File: config.mk
export PLATFORM = sky130hd
export DESIGN_NAME = sub_layer_lut_iter_flat
export DESIGN_NICKNAME = d
export VERILOG_FILES = /design/src/rtl/sub_layer_lut_iter_pkg.sv /design/src/rtl/sub_layer_lut_iter_if.sv /design/src/rtl/sub_layer_lut_iter_lut_bank.sv /design/src/rtl/sub_layer_lut_iter.sv /design/src/flat_wrapper.sv
export SDC_FILE = /design/constraint.sdc
export NUM_CORES = 2
export LEC_CHECK = 0
export ABC_AREA = 1
export CORE_UTILIZATION = 40
export CTS_CLUSTER_SIZE = 25
export DETAILED_ROUTE_END_ITERATION = 10
export DONT_BUFFER_PORTS = 1
export SLEW_MARGIN = 20
export SYNTH_ARGS = -nofsm -noshare
export SYNTH_HDL_FRONTEND = slang
export SYNTH_SLANG_ARGS = --single-unit
File: constraint.sdc
create_clock -name clk_i -period 6.3 [get_ports clk_i]
set_input_delay 1.26 -clock clk_i [delete_from_list [all_inputs] [get_ports clk_i]]
set_output_delay 1.26 -clock clk_i [all_outputs]
set_load 0.02 [all_outputs]
File: src/rtl/sub_layer_lut_iter_pkg.sv
// Shared types and constants for the iterative LUT-based ASCON substitution layer.
//   sbox_entry_t : one 5-bit S-box entry
//   state_e      : control FSM states
//   SBOX_INIT    : ASCON S-box, loaded into every LUT copy at reset
package sub_layer_lut_iter_pkg;

  localparam int unsigned SBOX_W = 5;
  localparam int unsigned SBOX_N = 32;
  localparam int unsigned NWORDS = 5;

  typedef logic [SBOX_W-1:0] sbox_entry_t;

  typedef enum logic [1:0] {
    IDLE = 2'd0,
    BUSY = 2'd1,
    DONE = 2'd2
  } state_e;

  localparam sbox_entry_t SBOX_INIT [SBOX_N] = '{
    5'h04, 5'h0b, 5'h1f, 5'h14, 5'h1a, 5'h15, 5'h09, 5'h02,
    5'h1b, 5'h05, 5'h08, 5'h12, 5'h1d, 5'h03, 5'h06, 5'h1c,
    5'h1e, 5'h13, 5'h07, 5'h0e, 5'h00, 5'h0d, 5'h11, 5'h18,
    5'h10, 5'h0c, 5'h01, 5'h19, 5'h16, 5'h0a, 5'h0f, 5'h17
  };

  // Even-parity bit for an entry: data plus parity always holds an even number of ones.
  function automatic logic even_par(sbox_entry_t d);
    return ^d;
  endfunction

endpackage

File: src/rtl/sub_layer_lut_iter_if.sv
// State stream bundle for the substitution layer.
//   in_valid_i/in_ready_o  : input state handshake, x0_i..x4_i state words in
//   out_valid_o/out_ready_i: output state handshake, x0_o..x4_o state words out
//   slave modport is the layer side, master modport is the producer/consumer side.
interface sub_layer_lut_iter_if #(
  parameter int unsigned XLEN = 64
);

  logic            in_valid_i;
  logic            in_ready_o;
  logic [XLEN-1:0] x0_i;
  logic [XLEN-1:0] x1_i;
  logic [XLEN-1:0] x2_i;
  logic [XLEN-1:0] x3_i;
  logic [XLEN-1:0] x4_i;
  logic            out_valid_o;
  logic            out_ready_i;
  logic [XLEN-1:0] x0_o;
  logic [XLEN-1:0] x1_o;
  logic [XLEN-1:0] x2_o;
  logic [XLEN-1:0] x3_o;
  logic [XLEN-1:0] x4_o;

  modport slave (
    input  in_valid_i, x0_i, x1_i, x2_i, x3_i, x4_i, out_ready_i,
    output in_ready_o, out_valid_o, x0_o, x1_o, x2_o, x3_o, x4_o
  );

  modport master (
    output in_valid_i, x0_i, x1_i, x2_i, x3_i, x4_i, out_ready_i,
    input  in_ready_o, out_valid_o, x0_o, x1_o, x2_o, x3_o, x4_o
  );

endinterface

File: src/rtl/sub_layer_lut_iter_lut_bank.sv
// Programmable 32x5 S-box table with LANES combinational lookup ports and one host read port.
// All lookup copies hold identical contents, so a single array backs every port.
// Optional macro SBOX_LUT_PARITY_EN adds a stored even-parity bit per entry and a per-lane
// parity-mismatch flag.
//   clk_i, rst_i : clock, synchronous active-high reset (reloads SBOX_INIT)
//   i_we         : write strobe (already qualified by the caller)
//   i_waddr/i_wdata : write address/data
//   i_raddr/o_rdata : per-lane lookup address/data
//   i_haddr/o_hdata : host read address/data
//   o_perr       : per-lane parity mismatch (parity build only)
module sbox_lut_bank
  import sub_layer_lut_iter_pkg::*;
#(
  parameter int unsigned LANES = 8
) (
  input  logic        clk_i,
  input  logic        rst_i,
  input  logic        i_we,
  input  sbox_entry_t i_waddr,
  input  sbox_entry_t i_wdata,
  input  sbox_entry_t i_raddr [LANES],
  output sbox_entry_t o_rdata [LANES],
  input  sbox_entry_t i_haddr,
  output sbox_entry_t o_hdata
`ifdef SBOX_LUT_PARITY_EN
  ,
  output logic [LANES-1:0] o_perr
`endif
);

  sbox_entry_t r_mem [SBOX_N];

  // Table storage: reset reload, single write port shared by all copies.
  always_ff @(posedge clk_i) begin
    if (rst_i) begin
      for (int unsigned i = 0; i < SBOX_N; i++) begin
        r_mem[i] <= SBOX_INIT[i];
      end
    end else if (i_we) begin
      r_mem[i_waddr] <= i_wdata;
    end
  end

  // Lane lookups.
  always_comb begin
    for (int unsigned l = 0; l < LANES; l++) begin
      o_rdata[l] = r_mem[i_raddr[l]];
    end
  end

  assign o_hdata = r_mem[i_haddr];

`ifdef SBOX_LUT_PARITY_EN
  logic [SBOX_N-1:0] r_par;

  // Parity is recomputed from the data on every reload or write.
  always_ff @(posedge clk_i) begin
    if (rst_i) begin
      for (int unsigned i = 0; i < SBOX_N; i++) begin
        r_par[i] <= even_par(SBOX_INIT[i]);
      end
    end else if (i_we) begin
      r_par[i_waddr] <= even_par(i_wdata);
    end
  end

  // A lane flags an error when stored data and stored parity disagree.
  always_comb begin
    for (int unsigned l = 0; l < LANES; l++) begin
      o_perr[l] = even_par(r_mem[i_raddr[l]]) ^ r_par[i_raddr[l]];
    end
  end
`endif

endmodule

File: src/rtl/sub_layer_lut_iter.sv
// Iterative ASCON substitution layer with a run-time programmable S-box table.
// Substitutes LANES columns of the 5xXLEN state per cycle; one operation takes
// BEATS = XLEN/LANES busy cycles, result valid BEATS+1 cycles after accept.
// Optional macro SBOX_LUT_PARITY_EN: per-entry parity with sticky error flag.
//   clk_i, rst_i   : clock, synchronous active-high reset
//   bus_if         : state stream (slave modport of sub_layer_lut_iter_if)
//   lut_we_i       : table write strobe, held by host until lut_wready_o
//   lut_wready_o   : write commits this cycle (IDLE or DONE)
//   lut_addr_i     : table write/read address
//   lut_wdata_i    : table write data
//   lut_rdata_o    : combinational table read at lut_addr_i
//   lut_err_o      : sticky parity error (constant 0 without the macro)
module sub_layer_lut_iter
  import sub_layer_lut_iter_pkg::*;
#(
  parameter int unsigned XLEN  = 64,
  parameter int unsigned LANES = 8
) (
  input  logic                 clk_i,
  input  logic                 rst_i,
  sub_layer_lut_iter_if.slave  bus_if,
  input  logic                 lut_we_i,
  output logic                 lut_wready_o,
  input  logic [4:0]           lut_addr_i,
  input  logic [4:0]           lut_wdata_i,
  output logic [4:0]           lut_rdata_o,
  output logic                 lut_err_o
);

  localparam int unsigned BEATS = XLEN / LANES;
  localparam int unsigned CNT_W = (BEATS > 1) ? $clog2(BEATS) : 1;
  localparam int unsigned IDX_W = (XLEN > 1) ? $clog2(XLEN) : 1;

  state_e            r_state;
  state_e            w_state_nxt;
  logic [CNT_W-1:0]  r_cnt;
  logic [XLEN-1:0]   r_x [NWORDS];
  logic [IDX_W-1:0]  w_base;
  logic              w_last;
  logic              w_in_ready;
  logic              w_out_valid;
  logic              w_wready;
  logic              w_busy;
  sbox_entry_t       w_raddr [LANES];
  sbox_entry_t       w_rdata [LANES];

  // State register.
  always_ff @(posedge clk_i) begin
    if (rst_i) begin
      r_state <= IDLE;
    end else begin
      r_state <= w_state_nxt;
    end
  end

  assign w_last = (r_cnt == CNT_W'(BEATS - 1));

  // Next-state logic.
  always_comb begin
    w_state_nxt = r_state;
    unique case (r_state)
      IDLE:    if (bus_if.in_valid_i)  w_state_nxt = BUSY;
      BUSY:    if (w_last)             w_state_nxt = DONE;
      DONE:    if (bus_if.out_ready_i) w_state_nxt = IDLE;
      default:                         w_state_nxt = IDLE;
    endcase
  end

  // State-decoded control outputs; no input accept in DONE.
  always_comb begin
    w_in_ready  = 1'b0;
    w_out_valid = 1'b0;
    w_wready    = 1'b0;
    w_busy      = 1'b0;
    unique case (r_state)
      IDLE: begin
        w_in_ready = 1'b1;
        w_wready   = 1'b1;
      end
      BUSY: w_busy = 1'b1;
      DONE: begin
        w_out_valid = 1'b1;
        w_wready    = 1'b1;
      end
      default: ;
    endcase
  end

  // First column handled this beat; LANES is a power of two so the product stays in range.
  assign w_base = IDX_W'(r_cnt) * IDX_W'(LANES);

  // Column address: x0 bit is the MSB of the S-box index.
  always_comb begin
    for (int unsigned l = 0; l < LANES; l++) begin
      w_raddr[l] = {r_x[0][w_base + IDX_W'(l)],
                    r_x[1][w_base + IDX_W'(l)],
                    r_x[2][w_base + IDX_W'(l)],
                    r_x[3][w_base + IDX_W'(l)],
                    r_x[4][w_base + IDX_W'(l)]};
    end
  end

  // State capture and in-place column substitution.
  always_ff @(posedge clk_i) begin
    if (rst_i) begin
      r_cnt <= '0;
      for (int unsigned k = 0; k < NWORDS; k++) begin
        r_x[k] <= '0;
      end
    end else begin
      if (w_in_ready && bus_if.in_valid_i) begin
        r_x[0] <= bus_if.x0_i;
        r_x[1] <= bus_if.x1_i;
        r_x[2] <= bus_if.x2_i;
        r_x[3] <= bus_if.x3_i;
        r_x[4] <= bus_if.x4_i;
        r_cnt  <= '0;
      end else if (w_busy) begin
        for (int unsigned l = 0; l < LANES; l++) begin
          r_x[0][w_base + IDX_W'(l)] <= w_rdata[l][4];
          r_x[1][w_base + IDX_W'(l)] <= w_rdata[l][3];
          r_x[2][w_base + IDX_W'(l)] <= w_rdata[l][2];
          r_x[3][w_base + IDX_W'(l)] <= w_rdata[l][1];
          r_x[4][w_base + IDX_W'(l)] <= w_rdata[l][0];
        end
        r_cnt <= w_last ? '0 : r_cnt + CNT_W'(1);
      end
    end
  end

`ifdef SBOX_LUT_PARITY_EN
  logic [LANES-1:0] w_perr;
  logic             r_err;
`endif

  // Table write is blocked while BUSY so an operation sees one consistent table.
  sbox_lut_bank #(
    .LANES (LANES)
  ) u_bank (
    .clk_i   (clk_i),
    .rst_i   (rst_i),
    .i_we    (lut_we_i & w_wready),
    .i_waddr (lut_addr_i),
    .i_wdata (lut_wdata_i),
    .i_raddr (w_raddr),
    .o_rdata (w_rdata),
    .i_haddr (lut_addr_i),
    .o_hdata (lut_rdata_o)
`ifdef SBOX_LUT_PARITY_EN
    ,
    .o_perr  (w_perr)
`endif
  );

`ifdef SBOX_LUT_PARITY_EN
  // Sticky error: any mismatching lane read during an operation.
  always_ff @(posedge clk_i) begin
    if (rst_i) begin
      r_err <= 1'b0;
    end else if (w_busy && (|w_perr)) begin
      r_err <= 1'b1;
    end
  end

  assign lut_err_o = r_err;
`else
  assign lut_err_o = 1'b0;
`endif

  assign bus_if.in_ready_o  = w_in_ready;
  assign bus_if.out_valid_o = w_out_valid;
  assign lut_wready_o       = w_wready;

  // Result words are only presented while valid; zero otherwise.
  assign bus_if.x0_o = w_out_valid ? r_x[0] : '0;
  assign bus_if.x1_o = w_out_valid ? r_x[1] : '0;
  assign bus_if.x2_o = w_out_valid ? r_x[2] : '0;
  assign bus_if.x3_o = w_out_valid ? r_x[3] : '0;
  assign bus_if.x4_o = w_out_valid ? r_x[4] : '0;

endmodule

File: src/flat_wrapper.sv
// flat-port wrapper written by rule: the top's interface ports become plain ports
module sub_layer_lut_iter_flat import sub_layer_lut_iter_pkg::*;
#(
  parameter int unsigned XLEN  = 64,
  parameter int unsigned LANES = 8
)
  (clk_i, rst_i, lut_we_i, lut_wready_o, lut_addr_i, lut_wdata_i, lut_rdata_o, lut_err_o, bus_if_in_valid_i, bus_if_x0_i, bus_if_x1_i, bus_if_x2_i, bus_if_x3_i, bus_if_x4_i, bus_if_out_ready_i, bus_if_in_ready_o, bus_if_out_valid_o, bus_if_x0_o, bus_if_x1_o, bus_if_x2_o, bus_if_x3_o, bus_if_x4_o);
  sub_layer_lut_iter_if #(.XLEN(XLEN)) bus_if_i ();
  input  logic clk_i;
  input  logic rst_i;
  input  logic lut_we_i;
  output logic lut_wready_o;
  input  logic [4:0] lut_addr_i;
  input  logic [4:0] lut_wdata_i;
  output logic [4:0] lut_rdata_o;
  output logic lut_err_o;
  input wire logic [$bits(bus_if_i.in_valid_i)-1:0] bus_if_in_valid_i;
  input wire logic [$bits(bus_if_i.x0_i)-1:0] bus_if_x0_i;
  input wire logic [$bits(bus_if_i.x1_i)-1:0] bus_if_x1_i;
  input wire logic [$bits(bus_if_i.x2_i)-1:0] bus_if_x2_i;
  input wire logic [$bits(bus_if_i.x3_i)-1:0] bus_if_x3_i;
  input wire logic [$bits(bus_if_i.x4_i)-1:0] bus_if_x4_i;
  input wire logic [$bits(bus_if_i.out_ready_i)-1:0] bus_if_out_ready_i;
  output wire logic [$bits(bus_if_i.in_ready_o)-1:0] bus_if_in_ready_o;
  output wire logic [$bits(bus_if_i.out_valid_o)-1:0] bus_if_out_valid_o;
  output wire logic [$bits(bus_if_i.x0_o)-1:0] bus_if_x0_o;
  output wire logic [$bits(bus_if_i.x1_o)-1:0] bus_if_x1_o;
  output wire logic [$bits(bus_if_i.x2_o)-1:0] bus_if_x2_o;
  output wire logic [$bits(bus_if_i.x3_o)-1:0] bus_if_x3_o;
  output wire logic [$bits(bus_if_i.x4_o)-1:0] bus_if_x4_o;
  assign bus_if_i.in_valid_i = bus_if_in_valid_i;
  assign bus_if_i.x0_i = bus_if_x0_i;
  assign bus_if_i.x1_i = bus_if_x1_i;
  assign bus_if_i.x2_i = bus_if_x2_i;
  assign bus_if_i.x3_i = bus_if_x3_i;
  assign bus_if_i.x4_i = bus_if_x4_i;
  assign bus_if_i.out_ready_i = bus_if_out_ready_i;
  assign bus_if_in_ready_o = bus_if_i.in_ready_o;
  assign bus_if_out_valid_o = bus_if_i.out_valid_o;
  assign bus_if_x0_o = bus_if_i.x0_o;
  assign bus_if_x1_o = bus_if_i.x1_o;
  assign bus_if_x2_o = bus_if_i.x2_o;
  assign bus_if_x3_o = bus_if_i.x3_o;
  assign bus_if_x4_o = bus_if_i.x4_o;
  sub_layer_lut_iter #(.XLEN(XLEN), .LANES(LANES)) u_core (.clk_i(clk_i), .rst_i(rst_i), .bus_if(bus_if_i), .lut_we_i(lut_we_i), .lut_wready_o(lut_wready_o), .lut_addr_i(lut_addr_i), .lut_wdata_i(lut_wdata_i), .lut_rdata_o(lut_rdata_o), .lut_err_o(lut_err_o));
endmodule
[Word level (Yosys, flattened, before mapping)]
Memory sizes are Yosys's and may differ from the RTL's.
Cells that the tools add are included.
Operators by class
  muxes and demuxes: 2417
  magnitude comparators: 16
  add/subtract/negate cells: 8
  reductions and logical operators: 14
  bitwise logic cells: 2286
  eq/ne operators: 6
Operators by type and width (count)
  1-bit two-way mux: 2344
  1-bit OR: 2285
  64-bit two-way mux: 17
  1-bit binary-select mux with 6-bit select: 35
  6-bit by 7-bit less-than comparator with 1-bit output, second input constant: 8
  6-bit by 1-bit >= comparator with 1-bit output, second input constant: 8
  1-bit demux with 6-bit select: 7
  6-bit by 3-bit adder with 6-bit output, second input constant: 4
  1-bit binary-select mux with 3-bit select: 5
  6-bit by 2-bit adder with 6-bit output, second input constant: 2
  5-bit two-way mux: 2
  1-bit logical AND: 9
  8-bit two-way mux: 1
  6-bit by 1-bit adder with 6-bit output, second input constant: 1
  2-bit two-way mux: 3
  2-bit case mux with 3 select lines: 1
  5-bit OR reduction: 1
  2-bit inequality test, second input constant: 2
  2-bit OR reduction: 2
  3-bit by 1-bit adder with 3-bit output, second input constant: 1
  1-bit demux with 3-bit select: 1
  3-bit == test, second input constant: 1
  3-bit two-way mux: 1
  3-bit AND reduction: 1
  5 further kinds: 5
Word-level totals
  input bits: 335
  logic and storage cells: 4751
  output and inout bits: 329
  memory bits (writable): 480
  bits in registers: 5
  memories kept: 2
Memory list
  u_core.r_x: words 5, width 64, rd ports 5, clocked after Yosys merged registers in 0, write ports 5, RTL line sub_layer_lut_iter.sv:37  | logic [XLEN-1:0] r_x [NWORDS];
  u_core.u_bank.r_mem: words 32, width 5, rd ports 9, clocked after Yosys merged registers in 0, write ports 32, RTL line sub_layer_lut_iter_lut_bank.sv:31  | sbox_entry_t r_mem [SBOX_N];

[Depth between registers and ports, before layout]
  depth in word-level cells: 15
  depth in mapped cells: 18
  gate-level depth less buffers: 15

[Hierarchy]
From an unflattened synthesis, not the netlist that was laid out.
Second synthesis, totals
  cells, all modules: 6829
  area total of the unflattened synthesis: 40854.2 sq um
Modules (own cells, without submodules)
  sbox_lut_bank: area an instance 21311.7 sq um, sequential area each 4804.6 sq um, instances 1, cells an instance 4056
  sub_layer_lut_iter: area an instance 19542.5 sq um, sequential area each 9709.3 sq um, instances 1, cells an instance 2773

[Worst setup path after synthesis]
Ideal clock, no wire load.
  path type: in2reg
  from: input port rst_i
  to: memory u_core.r_x[0][10], enable pin
  stages on the path: 5
  library setup time: 0.476 ns
  required time: 5.824 ns
  buffers on the path: 2
  path slack: 1.452 ns
  arrival: 4.372 ns
  path through: nor2_4 inv_2 buf_2 clkbuf_1 o21ai_0
RTL lines
  start: declaration: RTL line flat_wrapper.sv:10  | input logic rst_i;
  end: declaration: RTL line sub_layer_lut_iter.sv:37

==> results.yml <==
grt:
  vias_in_the_first_global_route: 41200
  antenna_found_initial: 35
  first_pass_grt_wire_length_um: 325000
  grt.overflow.total: 0
  maximum_number_of_pins_on_one_net_before_global_route_repair: 178
  grt_util_all_layers_pct: 46.8
critical_path:
  critical_path.most_common_cell: "sky130_fd_sc_hd__nand2_1"
  critical_path_arrival_ns: 5.46
  crit_path_top_delay_cell: "sky130_fd_sc_hd__inv_1"
  max_fanout_on_critical_path: 17
  worstSetupEndpointType: "flop"
  ff2ff_setup_slack_ns: 1.38
  critPathTopFamily: "simple AND/OR/NAND/NOR gates"
  worst_path_largest_cell_delay_ns: 0.82
  worstSetupStartpointType: "flop"
  worst-setup-path-type: "flop to flop"
  critical_path.cell_chain: "inv_2, nand3_4, buf_4, o22ai_1, nor2_1, nand4_1, inv_1, nand3_1, nand2_2, nand2_1, nand2_1"
  crit_buf_inv: 3
  crit_required_ns: 6.85
finish:
  fillers: 10300
  finish.cell_count_without_fillers: 7305
  area_growth_pct: 6.70
  layout.nets: 6301
  final_layout_size_suffix_gt1_share_pct: 5.91
synth:
  postSynth.topFlopCell: "sky130_fd_sc_hd__edfxtp_1"
  synthesis.nets: 6530
  avgSynthCellArea_sq_um: 6.30
  netlist-cell-type-count: 35
  yosysSeqAreaShare_pct: 37.2
  synth_area_leaders: "sky130_fd_sc_hd__edfxtp_1, sky130_fd_sc_hd__nand2_1, sky130_fd_sc_hd__nand3_1"
  yosysWarnings: 0
  synth.largest_area_cell: "sky130_fd_sc_hd__edfxtp_1"
  synth_common_cells: "sky130_fd_sc_hd__nand2_1, sky130_fd_sc_hd__nand3_1, sky130_fd_sc_hd__inv_1"
  mappedNetlistArea_sq_um: 39000
  asyncSetResetFlopFracSynth_pct: 0
  synthDominantCellAreaShare_pct: 36.9
  ys_ff_latch: 485
  synth_edf_count: 480
  library_cell_with_the_highest_instance_count_after_synthesis: "sky130_fd_sc_hd__nand2_1"
  synthCells: 6193
power:
  power_frac_seq_pct: 33.8
  total_switching_power_mw: 5.37
  pwr-share-comb_pct: 38.5
  p_int_mw: 6.70
  total_leakage_power_nw: 19.5
  irDropWorstVdd_v: 0.000232
  power_frac_clock_pct: 27.8
  pwr_density_cell_nw_per_um2: 290
  p_total_mw: 12.1
  net_switching_share_of_the_total_power_pct: 44.5
cts:
  postCtsSetupRepairBufs: 0
  cts_htree_levels: 2
  cts_max_path_buffers: 3
  cts.repair.resized: 0
  clk_pin_slew_worst_paths_ns: 0.06
  cts_root_buffer_type: "sky130_fd_sc_hd__clkbuf_16"
  clk_latency_ns: 0.71
  hold_buffers: 0
  cts_inserted_buffers: 55
  cts_tree: "built"
  clock_sink_count: 485
die:
  fp.dieH_um: 314
  initial_utilization_pct: 40.4
  fp.dieW_um: 314
  floorplan.die_area_sq_um: 98800
  core_area_sq_um: 96700
  fp-row-count: 114
  io-pin-count: 664
timing:
  setup-tns-final_ns: 0
  finalClockSkew_ns: 0.0378
  fmaxAchievable_mhz: 203
  timing.slew.headroom_pct: 16.0
  timing.final.max_slew_violations: 0
  min_period_ns: 4.92
  finalHoldViolCount: 0
  min_period_over_period_pct: 78.1
  total_of_endpoints_with_negative_setup_slack_in_the_final_report: 0
  unrepaired_setup_endpoints_after_global_routing: "no"
  worst_slew_pin_slew_ns: 1.25
outcome:
  run_status: "finished clean"
placement:
  dp_hpwl_um: 171000
  port-buffer-count: 0
  place_inst: 7183
  gpl.final_weighted_congestion: 1.09
routing:
  ant_nets: 0
  initialDrtViolationCount: 9483
  drt_drc_violations_left: 0
  num_vias: 46600
  avgViaCountPerCell: 6.39
  wirelength_um: 242000
  first_pass_iters: 10
  wl_per_cell_um: 33.1
worst_hold_path:
  timing.hold.worst.class: "flop to flop"
job:
  drv_cap: 0
[metrics by stage]
step           hold slack, ns  setup slack, ns  util, %  area (sq um)
2_1_floorplan           0.544             1.45        -         39000
3_3_place_gp            0.586             1.62     41.1         39800
3_5_place_dp            0.589             1.71     41.2         39800
4_1_cts                 0.597             1.63     43.0         41600
5_1_grt                 0.624             1.49     43.0         41600
6_report                0.614             1.38     43.1         41600
[logic make-up (layout without fill, tap and decap cells)]
family,count (synthesis),in the layout,synth area share [%]
other cells,1,23,0.00961
buf+inv,1013,827,10.8
flops,485,485,37.2
compound gates,234,234,3.56
simple gates,4458,4458,48.4
fa+ha+maj,2,2,0.0641
[worst paths after layout]
| kind | start | end | cells past startpoint |
|---|---|---|---|
| min reg2reg | u_core.r_state[1]$_SDFFE_PP0P_ | u_core.r_state[1]$_SDFFE_PP0P_ | 3 |
| max reg2reg | u_core.r_cnt[2]$_SDFFE_PP0N_ | u_core.r_x[0][157]$_DFFE_PP_ | 11 |
| min | u_core.r_state[1]$_SDFFE_PP0P_ | u_core.r_state[1]$_SDFFE_PP0P_ | 3 |
| max | u_core.r_cnt[2]$_SDFFE_PP0N_ | u_core.r_x[0][157]$_DFFE_PP_ | 11 |
[registers in the layout (all words and copies together), names as in the netlist]
name                 count
u_core.u_bank.r_mem    160
u_core.r_state           2
u_core.r_cnt             3
u_core.r_x             320
[metal layers]
metal | GRT usage, % | routed length [um] | vias up | share of wire, %
li1 | - | - | 19500 | -
met1 | 57.9 | 83200 | 21600 | 34
met2 | 65.5 | 97300 | 4495 | 40
met3 | 19.9 | 41400 | 986 | 17
met4 | 31.9 | 19700 | 34 | 8.1
met5 | 0 | 293 | - | 0.12
[power by group through the flow]
stage	logic [mW]	registers (mW)	clock network [mW]
6_report	4.65	4.08	3.35
5_1_grt	4.81	4.07	3.42
4_1_cts	4.37	4.04	3.30
3_5_place_dp	4.36	4.11	0
3_3_place_gp	4.32	4.11	0
2_1_floorplan	2.80	3.97	0
[tightest hold or removal path, delay by kind of cell, from the launching register on]
kind,cells,cell delay [ns]
DFF,1,0.36
AOI/OAI and AO/OA,1,0.05
and+or+nand+nor,2,0.16
[layout make-up]
cell class	instances	area, sq um	share of cell area (%)
Antenna cell	22	55.1	0.132
Clock buffer	65	1410	3.39
Clock inverter	35	343	0.823
Inverter	609	2300	5.51
Multi-Input combinational cell	4695	20500	49.2
Sequential cell	485	14500	34.9
Tap cell	1276	1600	3.83
Timing Repair Buffer	118	936	2.25
[cell usage in the layout, fill, tap and decap left out, types with 22 or more instances in the layout]
cell type                   Yosys  routed
sky130_fd_sc_hd__buf_4         18     114
sky130_fd_sc_hd__inv_1        569     563
sky130_fd_sc_hd__nand2_2       46      45
sky130_fd_sc_hd__o21ai_0       78      65
sky130_fd_sc_hd__edfxtp_1     480     480
sky130_fd_sc_hd__diode_2        0      22
sky130_fd_sc_hd__inv_2         33      38
sky130_fd_sc_hd__nor2_1       472     465
sky130_fd_sc_hd__clkbuf_16      0      55
sky130_fd_sc_hd__o22ai_1      129     129
sky130_fd_sc_hd__nand3_1     1295    1295
sky130_fd_sc_hd__nand2_1     2568    2567
No activity file was read; power rests on OpenSTA's default activity.
